## config.mk

```make
export PLATFORM = sky130hd
export DESIGN_NAME = hazard_ctrl
export DESIGN_NICKNAME = d
export VERILOG_FILES = /design/src/rtl/core_pkg.sv /design/src/rtl/hazard_cmp.sv /design/src/rtl/hazard_ctrl.sv
export SDC_FILE = /design/constraint.sdc
export NUM_CORES = 1
export LEC_CHECK = 0
export CAP_MARGIN = 20
export CORE_ASPECT_RATIO = 1.5
export CORE_MARGIN = 2
export CORE_UTILIZATION = 43
export DETAILED_ROUTE_END_ITERATION = 7
export PLACE_DENSITY = 0.87
export RECOVER_POWER = 50
export SLEW_MARGIN = 30
export SYNTH_ARGS = -nofsm -noshare
export SYNTH_HDL_FRONTEND = slang
export SYNTH_SLANG_ARGS = --single-unit
```

## constraint.sdc

```tcl
create_clock -name clk -period 1.9 [get_ports clk]
set_input_delay 0.38 -clock clk [delete_from_list [all_inputs] [get_ports clk]]
set_output_delay 0.38 -clock clk [all_outputs]
set_load 0.02 [all_outputs]
```

## src/rtl/core_pkg.sv

```systemverilog
// Shared definitions for the pipeline control blocks of the 5-stage MIPS core.
//   hz_state_t     : hazard controller state encoding
//   REG_ZERO       : architectural zero register ($0), never a real dependency
//   LU_BUBBLES_DEF : default bubbles per load-use hazard (MEM->EX forwarding present)
package core_pkg;

    typedef enum logic [1:0] {
        RUN     = 2'd0,
        LDSTALL = 2'd1,
        HALT    = 2'd2
    } hz_state_t;

    localparam logic [4:0] REG_ZERO = 5'd0;

    localparam int LU_BUBBLES_DEF = 1;

endpackage

```

## src/rtl/hazard_cmp.sv

```systemverilog
// Load-use comparator. Flags when the instruction in ID reads a register
// that a load currently in EX has not produced yet. Purely combinational;
// also used by the forwarding unit.
// Ports:
//   id_rs, id_rt         : source register fields of the ID instruction
//   id_use_rs, id_use_rt : ID instruction actually reads rs / rt
//   ex_ld                : EX instruction is a load
//   ex_rd                : destination register of the EX instruction
//   hit                  : load-use dependency present
module hazard_cmp
    import core_pkg::*;
(
    input  logic [4:0] id_rs,
    input  logic [4:0] id_rt,
    input  logic       id_use_rs,
    input  logic       id_use_rt,
    input  logic       ex_ld,
    input  logic [4:0] ex_rd,
    output logic       hit
);

    logic rs_match;
    logic rt_match;

    assign rs_match = id_use_rs && (id_rs == ex_rd);
    assign rt_match = id_use_rt && (id_rt == ex_rd);

    // Writes to $0 are discarded, so they never create a dependency.
    assign hit = ex_ld && (ex_rd != REG_ZERO) && (rs_match || rt_match);

endmodule

```

## src/rtl/hazard_ctrl.sv

```systemverilog
// Pipeline hazard and sequencing controller.
// Produces the load enables and synchronous clears of the PC and the four
// pipeline registers, resolving (highest first): data-memory wait, syscall
// halt, taken branch/jump, load-use hazard. Keeps saturating stall/flush
// statistics for the debug display.
//
// state   | meaning
// --------+-----------------------------------------------------------
// RUN     | normal flow; hazards detected and resolved here
// LDSTALL | extra load-use bubbles beyond the first (LU_BUBBLES > 1)
// HALT    | syscall halt; whole pipe frozen until resume
//
// Ports:
//   clk, rst_n                 : clock, async active-low reset
//   id_rs/id_rt/id_use_rs/rt   : ID source operands and their use flags
//   ex_ld, ex_rd               : EX instruction is a load, and its destination
//   ex_branch_taken            : control transfer resolved taken in EX
//   ex_halt                    : EX holds a halt syscall
//   mem_busy                   : data memory not ready, freeze everything
//   resume                     : pulse leaving HALT
//   pc_en, *_en                : register load enables
//   *_flush                    : register synchronous clears (override enable)
//   halted                     : controller in HALT
//   stall_cnt, flush_cnt       : saturating statistics
module hazard_ctrl
    import core_pkg::*;
#(
    parameter int LU_BUBBLES = LU_BUBBLES_DEF,
    parameter int CNT_W      = 32
) (
    input  logic             clk,
    input  logic             rst_n,
    input  logic [4:0]       id_rs,
    input  logic [4:0]       id_rt,
    input  logic             id_use_rs,
    input  logic             id_use_rt,
    input  logic             ex_ld,
    input  logic [4:0]       ex_rd,
    input  logic             ex_branch_taken,
    input  logic             ex_halt,
    input  logic             mem_busy,
    input  logic             resume,
    output logic             pc_en,
    output logic             ifid_en,
    output logic             idex_en,
    output logic             exmem_en,
    output logic             memwb_en,
    output logic             ifid_flush,
    output logic             idex_flush,
    output logic             exmem_flush,
    output logic             halted,
    output logic [CNT_W-1:0] stall_cnt,
    output logic [CNT_W-1:0] flush_cnt
);

    // The first bubble is issued from RUN; LDSTALL counts the remainder down.
    localparam logic [1:0] BUB_INIT = 2'(LU_BUBBLES - 1);

    hz_state_t  state;
    hz_state_t  nxt_state;
    logic [1:0] bub_cnt;
    logic [1:0] nxt_bub;
    logic       lu_hit;
    logic       inc_stall;
    logic       inc_flush;

    hazard_cmp u_cmp (
        .id_rs     (id_rs),
        .id_rt     (id_rt),
        .id_use_rs (id_use_rs),
        .id_use_rt (id_use_rt),
        .ex_ld     (ex_ld),
        .ex_rd     (ex_rd),
        .hit       (lu_hit)
    );

    always_comb begin
        pc_en       = 1'b1;
        ifid_en     = 1'b1;
        idex_en     = 1'b1;
        exmem_en    = 1'b1;
        memwb_en    = 1'b1;
        ifid_flush  = 1'b0;
        idex_flush  = 1'b0;
        exmem_flush = 1'b0;
        halted      = 1'b0;
        nxt_state   = state;
        nxt_bub     = bub_cnt;
        inc_flush   = 1'b0;

        if (!rst_n) begin
            // Hold every register cleared while in reset.
            pc_en       = 1'b0;
            ifid_en     = 1'b0;
            idex_en     = 1'b0;
            exmem_en    = 1'b0;
            memwb_en    = 1'b0;
            ifid_flush  = 1'b1;
            idex_flush  = 1'b1;
            exmem_flush = 1'b1;
        end else if (state == HALT) begin
            pc_en    = 1'b0;
            ifid_en  = 1'b0;
            idex_en  = 1'b0;
            exmem_en = 1'b0;
            memwb_en = 1'b0;
            halted   = 1'b1;
            if (resume) begin
                nxt_state = RUN;
            end
        end else if (mem_busy) begin
            // Full freeze: nothing advances, state and bubbles held.
            pc_en    = 1'b0;
            ifid_en  = 1'b0;
            idex_en  = 1'b0;
            exmem_en = 1'b0;
            memwb_en = 1'b0;
        end else if (state == LDSTALL) begin
            pc_en      = 1'b0;
            ifid_en    = 1'b0;
            idex_flush = 1'b1;
            nxt_bub    = bub_cnt - 2'd1;
            if (bub_cnt == 2'd1) begin
                nxt_state = RUN;
            end
        end else if (ex_halt) begin
            // Let the syscall and older instructions drain; kill younger ones.
            pc_en      = 1'b0;
            ifid_flush = 1'b1;
            idex_flush = 1'b1;
            nxt_state  = HALT;
        end else if (ex_branch_taken) begin
            // ID instruction is wrong-path, so its load-use hit is irrelevant.
            ifid_flush = 1'b1;
            idex_flush = 1'b1;
            inc_flush  = 1'b1;
        end else if (lu_hit) begin
            pc_en      = 1'b0;
            ifid_en    = 1'b0;
            idex_flush = 1'b1;
            if (LU_BUBBLES > 1) begin
                nxt_bub   = BUB_INIT;
                nxt_state = LDSTALL;
            end
        end
    end

    assign inc_stall = !pc_en && (state != HALT);

    always_ff @(posedge clk or negedge rst_n) begin
        if (!rst_n) begin
            state     <= RUN;
            bub_cnt   <= 2'd0;
            stall_cnt <= '0;
            flush_cnt <= '0;
        end else begin
            state   <= nxt_state;
            bub_cnt <= nxt_bub;
            if (inc_stall && (stall_cnt != '1)) begin
                stall_cnt <= stall_cnt + CNT_W'(1);
            end
            if (inc_flush && (flush_cnt != '1)) begin
                flush_cnt <= flush_cnt + CNT_W'(1);
            end
        end
    end

    // A bubble occupies EX during LDSTALL, so no control transfer can resolve.
    a_no_ctrl_in_ldstall : assert property (
        @(posedge clk) disable iff (!rst_n)
        (state == LDSTALL) |-> !(ex_branch_taken || ex_halt)
    );

endmodule

```

==> results of run 1 <==
## state kept, by name (all words and copies together) (netlist names)
signal	count
stall_cnt	32
flush_cnt	32
state	1
## worst max path at each step
stage                 start       endpoint  slack [ns]
2_1_floorplan  stall_cnt[0]   stall_cnt[7]       -0.15
3_3_place_gp       ex_rd[1]        ifid_en       -0.90
3_5_place_dp       ex_rd[1]        ifid_en       -0.97
4_1_cts            ex_rd[4]        ifid_en       -0.09
5_1_grt        stall_cnt[1]  stall_cnt[10]       -0.19
6_report           ex_rd[2]        ifid_en       -0.13
## area by class of cell
cell class	instances	area (µm²)
flip-flops and latches	65	1642
well taps	102	127.6
multi-input cells	231	2146
clock inverters	2	35.03
inverters	6	22.52
fillers	454	1654
repair buffers	183	1712
clock buffers	14	274.0
## synthesized netlist by cell type, types with 3 or more instances
| master | instances | area, µm² |
|---|---|---|
| sky130_fd_sc_hd__dfrtp_1 | 65 | 1627 |
| sky130_fd_sc_hd__xnor2_1 | 37 | 324.1 |
| sky130_fd_sc_hd__xor2_1 | 35 | 306.5 |
| sky130_fd_sc_hd__nand2_1 | 26 | 97.59 |
| sky130_fd_sc_hd__nand4_1 | 21 | 131.4 |
| sky130_fd_sc_hd__nand3_1 | 19 | 95.09 |
| sky130_fd_sc_hd__nor3_1 | 16 | 80.08 |
| sky130_fd_sc_hd__and3_1 | 13 | 81.33 |
| sky130_fd_sc_hd__nor4_1 | 12 | 75.07 |
| sky130_fd_sc_hd__and4_1 | 6 | 52.55 |
| sky130_fd_sc_hd__inv_1 | 6 | 22.52 |
| sky130_fd_sc_hd__nor2_1 | 6 | 22.52 |
| sky130_fd_sc_hd__nor4b_1 | 5 | 43.79 |
| sky130_fd_sc_hd__buf_2 | 4 | 20.02 |
| sky130_fd_sc_hd__a31oi_1 | 3 | 18.77 |
| sky130_fd_sc_hd__and2_1 | 3 | 18.77 |
## stage by stage
stage	instance area, µm²	worst slack (ns)	std cells	total power (W)	util [%]
final	5958	-0.1308	603	0.005489	78.27
after global routing	5958	-0.1860	603	0.005690	78.27
after CTS	5503	-0.09018	588	0.005128	72.29
after detailed placement	4930	-0.9689	559	0.003364	64.76
after global placement	4930	-0.8992	559	0.003284	64.76
after floorplan	3445	-0.1522	312	0.002477	-
## cells by family (layout without fill, tap and decap cells)
group	after synthesis	count (layout)	synth area share, %
AND/OR/NAND/NOR	141	141	25.46
XOR/XNOR	72	72	18.81
flip-flops	65	65	48.53
buffers and inverters	16	205	2.612
AO/OA/AOI/OAI	14	14	3.173
adder cells (fa/ha/maj)	2	2	0.7464
multiplexers	2	2	0.6718
## per-layer routing
metal  part of all wire (%)  vias to the layer above  wire [µm]  track usage [%]
li1                       -                     1486          -                -
met1                     36                     1698       4355            26.52
met2                     54                      169       6534            44.46
met3                    5.6                       49        671            6.190
met4                    4.2                        2        511            14.18
met5                  0.083                        -         10                0
## worst max-delay path, cell delays in order
cell	delay [ns]
sky130_fd_sc_hd__buf_8	0.10
sky130_fd_sc_hd__or4_4	0.54
sky130_fd_sc_hd__o21ai_4	0.16
sky130_fd_sc_hd__nand2b_4	0.18
sky130_fd_sc_hd__o31a_1	0.16
sky130_fd_sc_hd__buf_6	0.13
## timing repair
| item | in CTS | in global routing |
|---|---|---|
| pin swaps | 31 | 32 |
| cloned | 1 | 4 |
| endpoints found under the setup margin | 60 | 61 |
| gates resized for setup | 126 | 74 |
| setup buffers | 12 | 14 |
## report_power, final
part | switching [W] | total, W | internal (W)
clock | 0.000586 | 0.00171 | 0.00112
sequential | 0.000176 | 0.00174 | 0.00157
combinational | 0.00107 | 0.00204 | 0.000972
==> out/results.md, run 1 <==
| Parameter | Value |
|---|---|
| Combined global-route utilization of all metal layers | 24.83% |
| Clock period minus worst slack | 2.031 ns |
| Worst vdd ir | 0.8050 mV |
| Die outline width | 76.09 µm |
| Detailed-route vias per instance | 5.645 |
| Clock transition at the register clock pins on the worst setup and hold paths after CTS | 0.05 ns |
| I/O pin cnt | 97 |
| Antenna diode instance count | 0 |
| Critical Path Fanout Max | 3 |
| Area of the die | 0.008532 mm² |
| Proportion of layout cells with a drive suffix above 1 | 42.32% |
| Avg Synthesized Cell Area | 10.74 µm² |
| Vias after detailed routing | 3404 |
| First-pass GRT wire length | 16820 µm |
| Final Net Count | 522 |
| Most common library cell in the layout ignoring fill and taps | sky130_fd_sc_hd__clkdlybuf4s50_1 |
| Post-synthesis cell area | 0.003352 mm² |
| CTS Hold Buffers Added | 0 |
| Cells after Synth | 312 |
| DIE HEIGHT | 112.1 µm |
| Number of failing setup endpoints in the final timing report | 29 |
| Transition time at the pin with the least slew margin | 0.8980 ns |
| Initial Util | 44.03% |
| Count of cells along the worst register-to-register path | 9 |
| Average wire length per cell after detail routing | 20.04 µm |
| Clock latency on the worst-skew pair | 0.33 ns |
| Setup repair after global routing missed its margin | yes |
| First-pass iteration count of the detailed router | 5 |
| Fin Setup TNS | -2.330 ns |
| Total number of yosys warnings | 0 |
| Result of the run | finished, violations left |
| Share of the cycle needed by the critical path after routing | 106.9% |
| Portion of the post-synthesis area used by sequential elements | 48.53% |
| Violated checks | negative setup slack |
| Pins Over Slew Limit | 0 |
| Worst Setup End Kind | primary output |
| Number of flops mapped to enable cells by yosys | 0 |
| Final estimated routing congestion in global placement | 0.8610 |
| Critical Path RT | 1.52 ns |
| Worst setup SP type | input pin |
| Destination of the worst register-to-register timing path | stall_cnt[10] |
| Achievable frequency | 0.4924 GHz |
| Worst R2R Setup Slack | -0.12 ns |
| Total power density per cell area | 921.2 mW/mm² |
| Startpoint of the worst-slack reg-to-reg timing path | stall_cnt[0] |
| Standard cell core area | 0.007612 mm² |
| Post-synthesis cell type count | 44 |
| Critical path data arrival time | 1.65 ns |
| Critical path class | input pin to primary output |
| Number of core rows | 39 |
| Post-synthesis async set-or-reset flop share | 100.0% |
| DP HPWL | 6883 µm |
| Max Cap Violations | 0 |
| Area added between synthesis and finish | 77.75% |
| Post-route DRC | 0 |
| GRT Residual Overflow | 0 |
| H-Tree Depth | 3 |
| CTS sink count | 65 |
| Pin count of the biggest net entering global routing | 36 |
| Maximum root-to-sink buffer count | 2 |
| Hold path endpoint | flush_cnt[20] |
| Leading cell types in the layout, fill and taps excluded | sky130_fd_sc_hd__clkdlybuf4s50_1, sky130_fd_sc_hd__buf_4, sky130_fd_sc_hd__dfrtp_1, sky130_fd_sc_hd__xor2_1, sky130_fd_sc_hd__xnor2_1 |
| Worst relative slew slack | 40.13% |
| Vias in the first global route | 3390 |
| Post-route antenna net violation count | 0 |
| Worst hold path stage count | 1 |
| Post-layout worst setup margin | -0.1308 ns |
| Final Hold Slack | 0.4913 ns |
| Buffer cell driving the clock tree root | sky130_fd_sc_hd__clkbuf_16 |
| Hold Vio Cnt, Final | 0 |
| Synthesized netlist net count | 338 |
| CTS tree | done |
| Clock tree skew after final layout | 0.006897 ns |
| Antenna violations before repair | 1 |
| Main flop type after synthesis | sky130_fd_sc_hd__dfrtp_1 |
| Count of input and output buffers | 96 |
| Hold wc startpoint | flush_cnt[20] |
| Worst hold path type | flip-flop to flip-flop |
| Total CTS buffers | 9 |
| Final WL | 12080 µm |
| DRT iter0 DRCs | 256 |
| Leakage Power | 2.487 nW |
| Flop and latch count out of synthesis | 65 |
Note: power is estimated with default switching activity, not from simulation.
==> run 2: changes to the inputs <==
Settings changed: CORE_MARGIN 2 to 1, SLEW_MARGIN 30 to 5.
==> run 2 against run 1 <==
Effect of this change:
- critical path depth rose by 1
- critical path type unchanged
- first-iteration DRC count fell by 5.1%
- global-route usage rose by 3.2 points
- the flow still finishes with violations (negative setup slack)
- register-to-register slack improved by 0.09 ns
- fmax fell by 1.4%
- clock power rose by 5%
==> out/results.md, run 2 (synthesis gave the netlist of run 1 again) <==
| Parameter | Value | Delta |
|---|---|---|
| Result of the run | finished, violations left |  |
| Violated checks | negative setup slack |  |
| Post-layout instance count excluding filler cells | 604 | +0.17% |
| Antenna violations before repair | 0 | -1 |
| Worst R2R Setup Slack | -0.03 ns | +0.09 ns |
| Pins Over Slew Limit | 0 | unchanged |
| Stage delay of the slowest cell on the critical path | 0.28 ns | -0.26 ns |
| Number of placed cells counting well taps | 565 | +1.1% |
| Die outline width | 74.09 µm | -2.6% |
| Final WL | 11720 µm | -3.0% |
| Worst hold path stage count | 1 | unchanged |
| Fin Setup TNS | -1.881 ns | +0.4496 ns |
| Transition time at the pin with the least slew margin | 0.8889 ns | -0.009141 ns |
| Vias in the first global route | 3454 | +1.9% |
| Area added between synthesis and finish | 76.63% |  |
| Total CTS buffers | 9 | unchanged |
| Startpoint of the worst-slack reg-to-reg timing path | flush_cnt[15] |  |
| Initial Util | 44.32% | +0.28 points |
| Worst Setup End Kind | primary output |  |
| Buffer cell driving the clock tree root | sky130_fd_sc_hd__clkbuf_16 |  |
| Number of core rows | 39 | unchanged |
| Worst hold path type | flip-flop to flip-flop |  |
| Post-layout worst setup margin | -0.1603 ns | -0.02950 ns |
| Post-route DRC | 0 | unchanged |
| Vias after detailed routing | 3321 | -2.4% |
| Buffers plus inverters on the worst setup path | 2 | unchanged |
| Share of the cycle needed by the critical path after routing | 108.4% | +1.6 points |
| Destination of the worst register-to-register timing path | flush_cnt[1] |  |
| Final instance area | 0.005921 mm² | -0.63% |
| Clock transition at the register clock pins on the worst setup and hold paths after CTS | 0.06 ns | about the same |
| Post-route antenna net violation count | 0 | unchanged |
| Max Cap Violations | 0 | unchanged |
| Worst setup SP type | input pin |  |
| Hold path endpoint | flush_cnt[10] |  |
| Hold Vio Cnt, Final | 0 | unchanged |
| I/O pin cnt | 97 | unchanged |
| Final Hold Slack | 0.4768 ns | -0.01449 ns |
| Critical path data arrival time | 1.68 ns | +0.03 ns |
| Area post-placement | 0.004987 mm² | +1.2% |
| Critical Path Fanout Max | 3 | unchanged |
| DRT iter0 DRCs | 243 | -5.1% |
| Leading cell types in the layout, fill and taps excluded | sky130_fd_sc_hd__buf_4, sky130_fd_sc_hd__clkdlybuf4s50_1, sky130_fd_sc_hd__dfrtp_1, sky130_fd_sc_hd__xor2_1, sky130_fd_sc_hd__xnor2_1 |  |
| H-Tree Depth | 3 | unchanged |
| Leakage Power | 2.434 nW | -2.1% |
| Hold wc startpoint | flush_cnt[10] |  |
| Standard cell core area | 0.007564 mm² | -0.64% |
| First-pass GRT wire length | 16680 µm | -0.82% |
| Combined global-route utilization of all metal layers | 28.00% | +3.2 points |
| CTS sink count | 65 | unchanged |
| Largest regs | flush_cnt x32, stall_cnt x32, state x1 |  |
| Count of input and output buffers | 96 | unchanged |
| Kind of cell adding the most delay to the critical path | compound AO/OA/AOI/OAI gates |  |
| Total power density per cell area | 918.8 mW/mm² | -0.26% |
| GRT Residual Overflow | 0 | unchanged |
| Number of failing setup endpoints in the final timing report | 28 | -3.4% |
| DP HPWL | 6723 µm | -2.3% |
| Area of the die | 0.008160 mm² | -4.4% |
| Worst setup timing slack at the placement stage | -0.9966 ns | -0.02774 ns |
| DIE HEIGHT | 110.1 µm | -1.8% |
| Clock tree skew after final layout | 0.007249 ns | +0.0003519 ns |
| Achievable frequency | 0.4854 GHz | -1.4% |
| Storage cell area | 0.001640 mm² | about the same |
| Critical path class | input pin to primary output |  |
| Worst relative slew slack | 40.74% | +0.61 points |
| Pin count of the biggest net entering global routing | 65 | +81% |
| First-pass iteration count of the detailed router | 4 | -1 |
| Area of combinational cells with multiple inputs | 0.002140 mm² | -0.29% |
| Final estimated routing congestion in global placement | 0.8769 | +1.8% |
| Proportion of layout cells with a drive suffix above 1 | 40.04% | -2.3 points |
| Critical Path RT | 1.52 ns | about the same |
| CTS tree | done |  |
| Final Net Count | 523 | +0.19% |
| Antenna diode instance count | 0 | unchanged |
| Setup repair after global routing missed its margin | yes |  |
| Critical Path Slowest Stage Cell | sky130_fd_sc_hd__o311ai_2 |  |
| Clock period minus worst slack | 2.060 ns | +0.02950 ns |
| Filler cells | 456 | +0.44% |
| Maximum root-to-sink buffer count | 2 | unchanged |
| Cell-by-cell listing of the critical path | buf_2 -> xnor2_2 -> nand4_1 -> o22ai_2 -> nand2b_4 -> o311ai_2 -> buf_4 |  |
| Worst vdd ir | 0.6866 mV | -15% |
| Most common library cell in the layout ignoring fill and taps | sky130_fd_sc_hd__buf_4 |  |
| Average wire length per cell after detail routing | 19.41 µm | -3.1% |
| Clock latency on the worst-skew pair | 0.33 ns | about the same |
| Detailed-route vias per instance | 5.498 | -2.6% |
| Count of cells along the worst register-to-register path | 5 | -4 |
==> run 2: through the flow <==
| stage | total power (W) | util [%] |
|---|---|---|
| 3_5_place_dp | 0.003331 | 65.94 |
| 4_1_cts | 0.005359 | 75.00 |
| 3_3_place_gp | 0.003277 | 65.94 |
| 2_1_floorplan | 0.002477 | - |
| 5_1_grt | 0.005660 | 78.28 |
| 6_report | 0.005440 | 78.28 |
==> run 2: timing repair <==
item	4_1_cts	5_1_grt
cloned	3	0
hold endpoints to repair	1	0
hold buffers	1	0
pin swaps	26	14
setup buffers	10	10
gates resized for setup	130	48
setup endpoints to repair	58	58
==> run 2: worst max path at each step <==
| stage | to | startpoint | slack [ns] | depth (start not counted) |
|---|---|---|---|---|
| after floorplan | stall_cnt[7] | stall_cnt[0] | -0.15 | 8 |
| after global placement | ifid_en | ex_rd[1] | -0.96 | 6 |
| after detailed placement | ifid_en | ex_rd[1] | -1.0 | 6 |
| after CTS | pc_en | ex_rd[2] | -0.15 | 7 |
| after global routing | stall_cnt[20] | ex_rd[2] | -0.19 | 10 |
| final | idex_flush | ex_rd[0] | -0.16 | 7 |
==> run 2: where the power goes <==
part / internal, W / switching, W / total (W)
clock network: 0.00118 / 0.000618 / 0.00180
logic: 0.000887 / 0.00102 / 0.00190
registers: 0.00156 / 0.000174 / 0.00174
total: 0.00363 / 0.00181 / 0.00544
==> run 2: final cells by class <==
type                            instances  area share [%]
Clock buffer                           11           4.100
Clock inverter                          5           1.352
Inverter                                6          0.3804
Multi-Input combinational cell        231           36.14
Sequential cell                        65           27.70
Tap cell                              102           2.156
Timing Repair Buffer                  184           28.17
==> run 2: routing by layer <==
metal	vias to the layer above	routed length (µm)	global-route usage, %
met5	-	0	0
met4	0	423	14.42
met3	39	536	6.818
met2	137	6755	52.27
met1	1655	4008	27.90
li1	1490	-	-
==> patch 1, RTL diff (settings of run 1) <==
Change the package constant `REG_ZERO` from 5'd0 to 5'd1.
--- a/src/rtl/core_pkg.sv
+++ b/src/rtl/core_pkg.sv
@@ -11,5 +11,5 @@
     } hz_state_t;
 
-    localparam logic [4:0] REG_ZERO = 5'd0;
+    localparam logic [4:0] REG_ZERO = 5'd1;
 
     localparam int LU_BUBBLES_DEF = 1;
Formal check against the unedited RTL: not equivalent (a bounded check fails within 4 cycles, from zero or initial values and one cycle with rst_n low).
==> patch 1 against run 1 <==
  * The run still ends with negative setup slack left
  * Worst setup slack lost 0.046 ns
  * Sequential cell count unchanged
  * Sequential share of layout area decreased by 0.19 points
  * Total power down 12%
  * Die area increased by 0.96%
  * Global-route usage rose by 0.88 points
  * Utilization increased by 0.66 points
  * Synthesized area is 1.0% higher
  * Critical path depth fell by 1
  * Wire length is 6.4% lower
  * Combinational power is 36% lower
  * Sequential power fell by 4%
  * Cell area is 0.84% higher
  * Clock skew up 0.00092 ns
  * Critical path type is now reg -> reg
==> patch 1: results (changes against run 1) <==
status complete, but fails checks; failing checks negative setup slack; total setup buffers inserted after CTS 8 (-4); PnR worst setup slack -0.177 ns (-0.0461 ns); routed length per instance 18.1 um (-9.6%); RD Place Congestion 0.861 (about the same); M1 wire length 4020 um (-7.6%); hold slack final 0.494 ns (+0.00228 ns); leakage power total 2.61 nW (+5.1%); largest net degree at the start of global routing 66 (+83%); combinational power 1.31 mW (-36%); reg2reg path depth 5 (-4); routed wl met2 6520 um (-0.18%); Least-Margin Pin Slew 1.43 ns (+0.535 ns); share of cells above drive strength 1 43.1% (+0.79 points); max incr delay on CP 0.56 ns (+0.02 ns); PostCTS Resize Cnt 101 (-20%); placed cells 597 (+6.8%); grt met3 use 5.39% (-0.80 points); top cells by area, synth dfrtp_1, xnor2_1, nand3_1, nand2_1, nand4_1; vias in the first global route 3610 (+6.5%); initial antenna violation count 0 (-1); setup violators final 41 (+41%); met1 usage in global routing 26.8% (+0.27 points); first-pass GRT wire length 17500 um (+3.8%); Top Metal Used met4; GRT Util Overall 25.7% (+0.88 points); RR Startpoint stall_cnt[9]$_DFFE_PN0P_
patch 1: through the flow:
stage                     worst slack (ns)  setup TNS, ns
after floorplan                     -0.259          -3.91
after global placement              -0.906         -27.48
after detailed placement             -1.02         -32.03
after CTS                           -0.137          -2.55
after global routing                -0.243         -11.89
final                               -0.177          -4.01
patch 1: cell type report:
| cell class | instances | area [um^2] |
|---|---|---|
| Clock buffer | 14 | 274 |
| Clock inverter | 2 | 60.1 |
| Fill cell | 471 | 1600 |
| Inverter | 4 | 15.0 |
| Multi-Input combinational cell | 239 | 2160 |
| Sequential cell | 65 | 1640 |
| Tap cell | 102 | 128 |
| Timing Repair Buffer | 198 | 1720 |
patch 1: cell families (layout without fill, tap and decap cells):
kind of cell	Yosys count	after routing	synth area share, %
compound gates	13	13	3.40
fa+ha+maj	2	2	0.739
simple gates	151	151	26.5
flops	65	65	48.0
mux	2	2	0.665
xor+xnor	71	71	18.4
buf+inv	14	218	2.29
==> patch 2, RTL diff (config.mk and constraints of run 1) <==
Without the edit above. Register the output `flush_cnt` once more, without a reset; this adds one clock of latency there. The other outputs are not delayed to match.
--- a/src/rtl/hazard_ctrl.sv
+++ b/src/rtl/hazard_ctrl.sv
@@ -56,4 +56,6 @@
     // The first bubble is issued from RUN; LDSTALL counts the remainder down.
     localparam logic [1:0] BUB_INIT = 2'(LU_BUBBLES - 1);
+
+    logic [CNT_W-1:0] flush_cnt_s0;
 
     hz_state_t  state;
@@ -153,5 +155,5 @@
             bub_cnt   <= 2'd0;
             stall_cnt <= '0;
-            flush_cnt <= '0;
+            flush_cnt_s0 <= '0;
         end else begin
             state   <= nxt_state;
@@ -160,6 +162,6 @@
                 stall_cnt <= stall_cnt + CNT_W'(1);
             end
-            if (inc_flush && (flush_cnt != '1)) begin
-                flush_cnt <= flush_cnt + CNT_W'(1);
+            if (inc_flush && (flush_cnt_s0 != '1)) begin
+                flush_cnt_s0 <= flush_cnt_s0 + CNT_W'(1);
             end
         end
@@ -172,4 +174,8 @@
     );
 
+    always_ff @(posedge clk) begin
+        flush_cnt <= flush_cnt_s0;
+    end
+
 endmodule
 
Function: changed (Yosys sat finds a counterexample within 4 cycles, from zero or initial values and one cycle with rst_n low).
==> patch 2 against run 1 <==
  * The run still ends with negative setup slack left
  * Worst hold slack lost 0.24 ns
  * Total power is essentially flat
  * First-iteration DRC count shrank 39%
  * Final cell count grew 12%
  * Utilization shrank 7.0 points
  * Global-route usage shrank 3.5 points
  * Worst setup slack lost 0.11 ns
  * Sequential cell count grew 32
  * Synthesized area grew 19%
  * Critical path depth grew 2
  * Cell area grew 9.3%
  * Wire length shrank 7.6%
  * Critical path type is now reg -> reg
  * Largest power group is now sequential cells
==> patch 2: results (changes against run 1) <==
final-stage net count 582 (+11%); Post-DP HPWL 7220 um (+5.0%); placed cells 641 (+15%); RD Place Congestion 0.895 (+3.9%); reg2reg path depth 8 (-1); final WL 11200 um (-7.6%); max incr delay on CP 0.45 ns (-0.09 ns); met2 global-route usage 38.2% (-6.3 points); failing checks negative setup slack; post-synth cell types 42 (-4.5%); metal3 WL 332 um (-51%); syn avg cell area 11.1 um^2 (+3.0%); synthesized net count 386 (+14%); GRT Util Overall 21.3% (-3.5 points); Seq/Total Area, Yosys 56.9% (+8.4 points); worst hold path type in -> async; crit-path max FO 5 (+2); Post-DP Area 5660 um^2 (+15%); Max stage delay cell, worst path or3_4; leakage power total 2.97 nW (+20%); Clock Power Share 36.7% (+5.6 points); Clock transition at path regs 0.07 ns (+0.02 ns); initial antenna violation count 0 (-1); vias per inst 5.23 (-7.3%); Post-synth top cells dfrtp_1, xnor2_1, nand2_1, dfxtp_1, nand3_1; first-pass GRT wire length 16500 um (-2.1%); FF-to-FF End flush_cnt_s0[30]$_DFFE_PN0P_; Place WS -1.04 ns (-0.0676 ns); M1 wire length 4180 um (-4.0%); grt met3 use 4.22% (-2.0 points); PnR worst setup slack -0.237 ns (-0.106 ns); I/O Buffers 96 (unchanged); post-synthesis async set-or-reset flop share 67.0% (-33 points); switching power total 1.49 mW (-19%); TNS Setup -3.32 ns (-0.986 ns); status complete, but fails checks; Seq. pwr 2.30 mW (+32%); part of the power in registers 41.9% (+10 points); FILL cells 640 (+41%); DR iter-0 viols 156 (-39%); hold slack final 0.249 ns (-0.242 ns); top cells by area, synth dfrtp_1, dfxtp_1, xnor2_1, nand3_1, nand2_1; Max-slew headroom 44.4% (+4.2 points); Top Metal Used met4; WP data arrival 2.39 ns (+0.74 ns); post-layout util 71.2% (-7.0 points); largest net degree at the start of global routing 33 (-8.3%); via count 3521 (+3.4%); TritonRoute pass-1 iters 4 (-1); # diodes 0 (unchanged); CTS Buffer Depth 2 (unchanged); clock skew 0.00644 ns (-0.000453 ns); setup violators final 24 (-17%)
==> patch 2: area by class of cell <==
class	instances	share of cell area, %
inverter	9	0.519
timing repair buffer	194	26.5
tap	112	2.15
multi-input combinational	245	30.8
sequential	97	34.9
clock inverter	6	1.46
clock buffer	10	3.67
==> patch 2: repair_timing <==
action / 4_1_cts / 5_1_grt
setup buffers: 4 / 12
hold buffers: 1 / 0
pin swaps: 18 / 35
gates cloned: 0 / 0
resized for setup: 82 / 84
endpoints found under the setup margin: 65 / 65
endpoints found under the hold margin: 1 / 0
==> patch 2: cell families (layout without fill, tap and decap cells) <==
kind of cell | after synthesis | count (layout) | synth area share [%]
simple gates | 156 | 156 | 21.9
flops | 97 | 97 | 56.9
xor+xnor | 70 | 70 | 15.4
buf+inv | 18 | 219 | 2.20
compound gates | 14 | 14 | 2.17
mux | 3 | 3 | 0.817
fa+ha+maj | 2 | 2 | 0.628
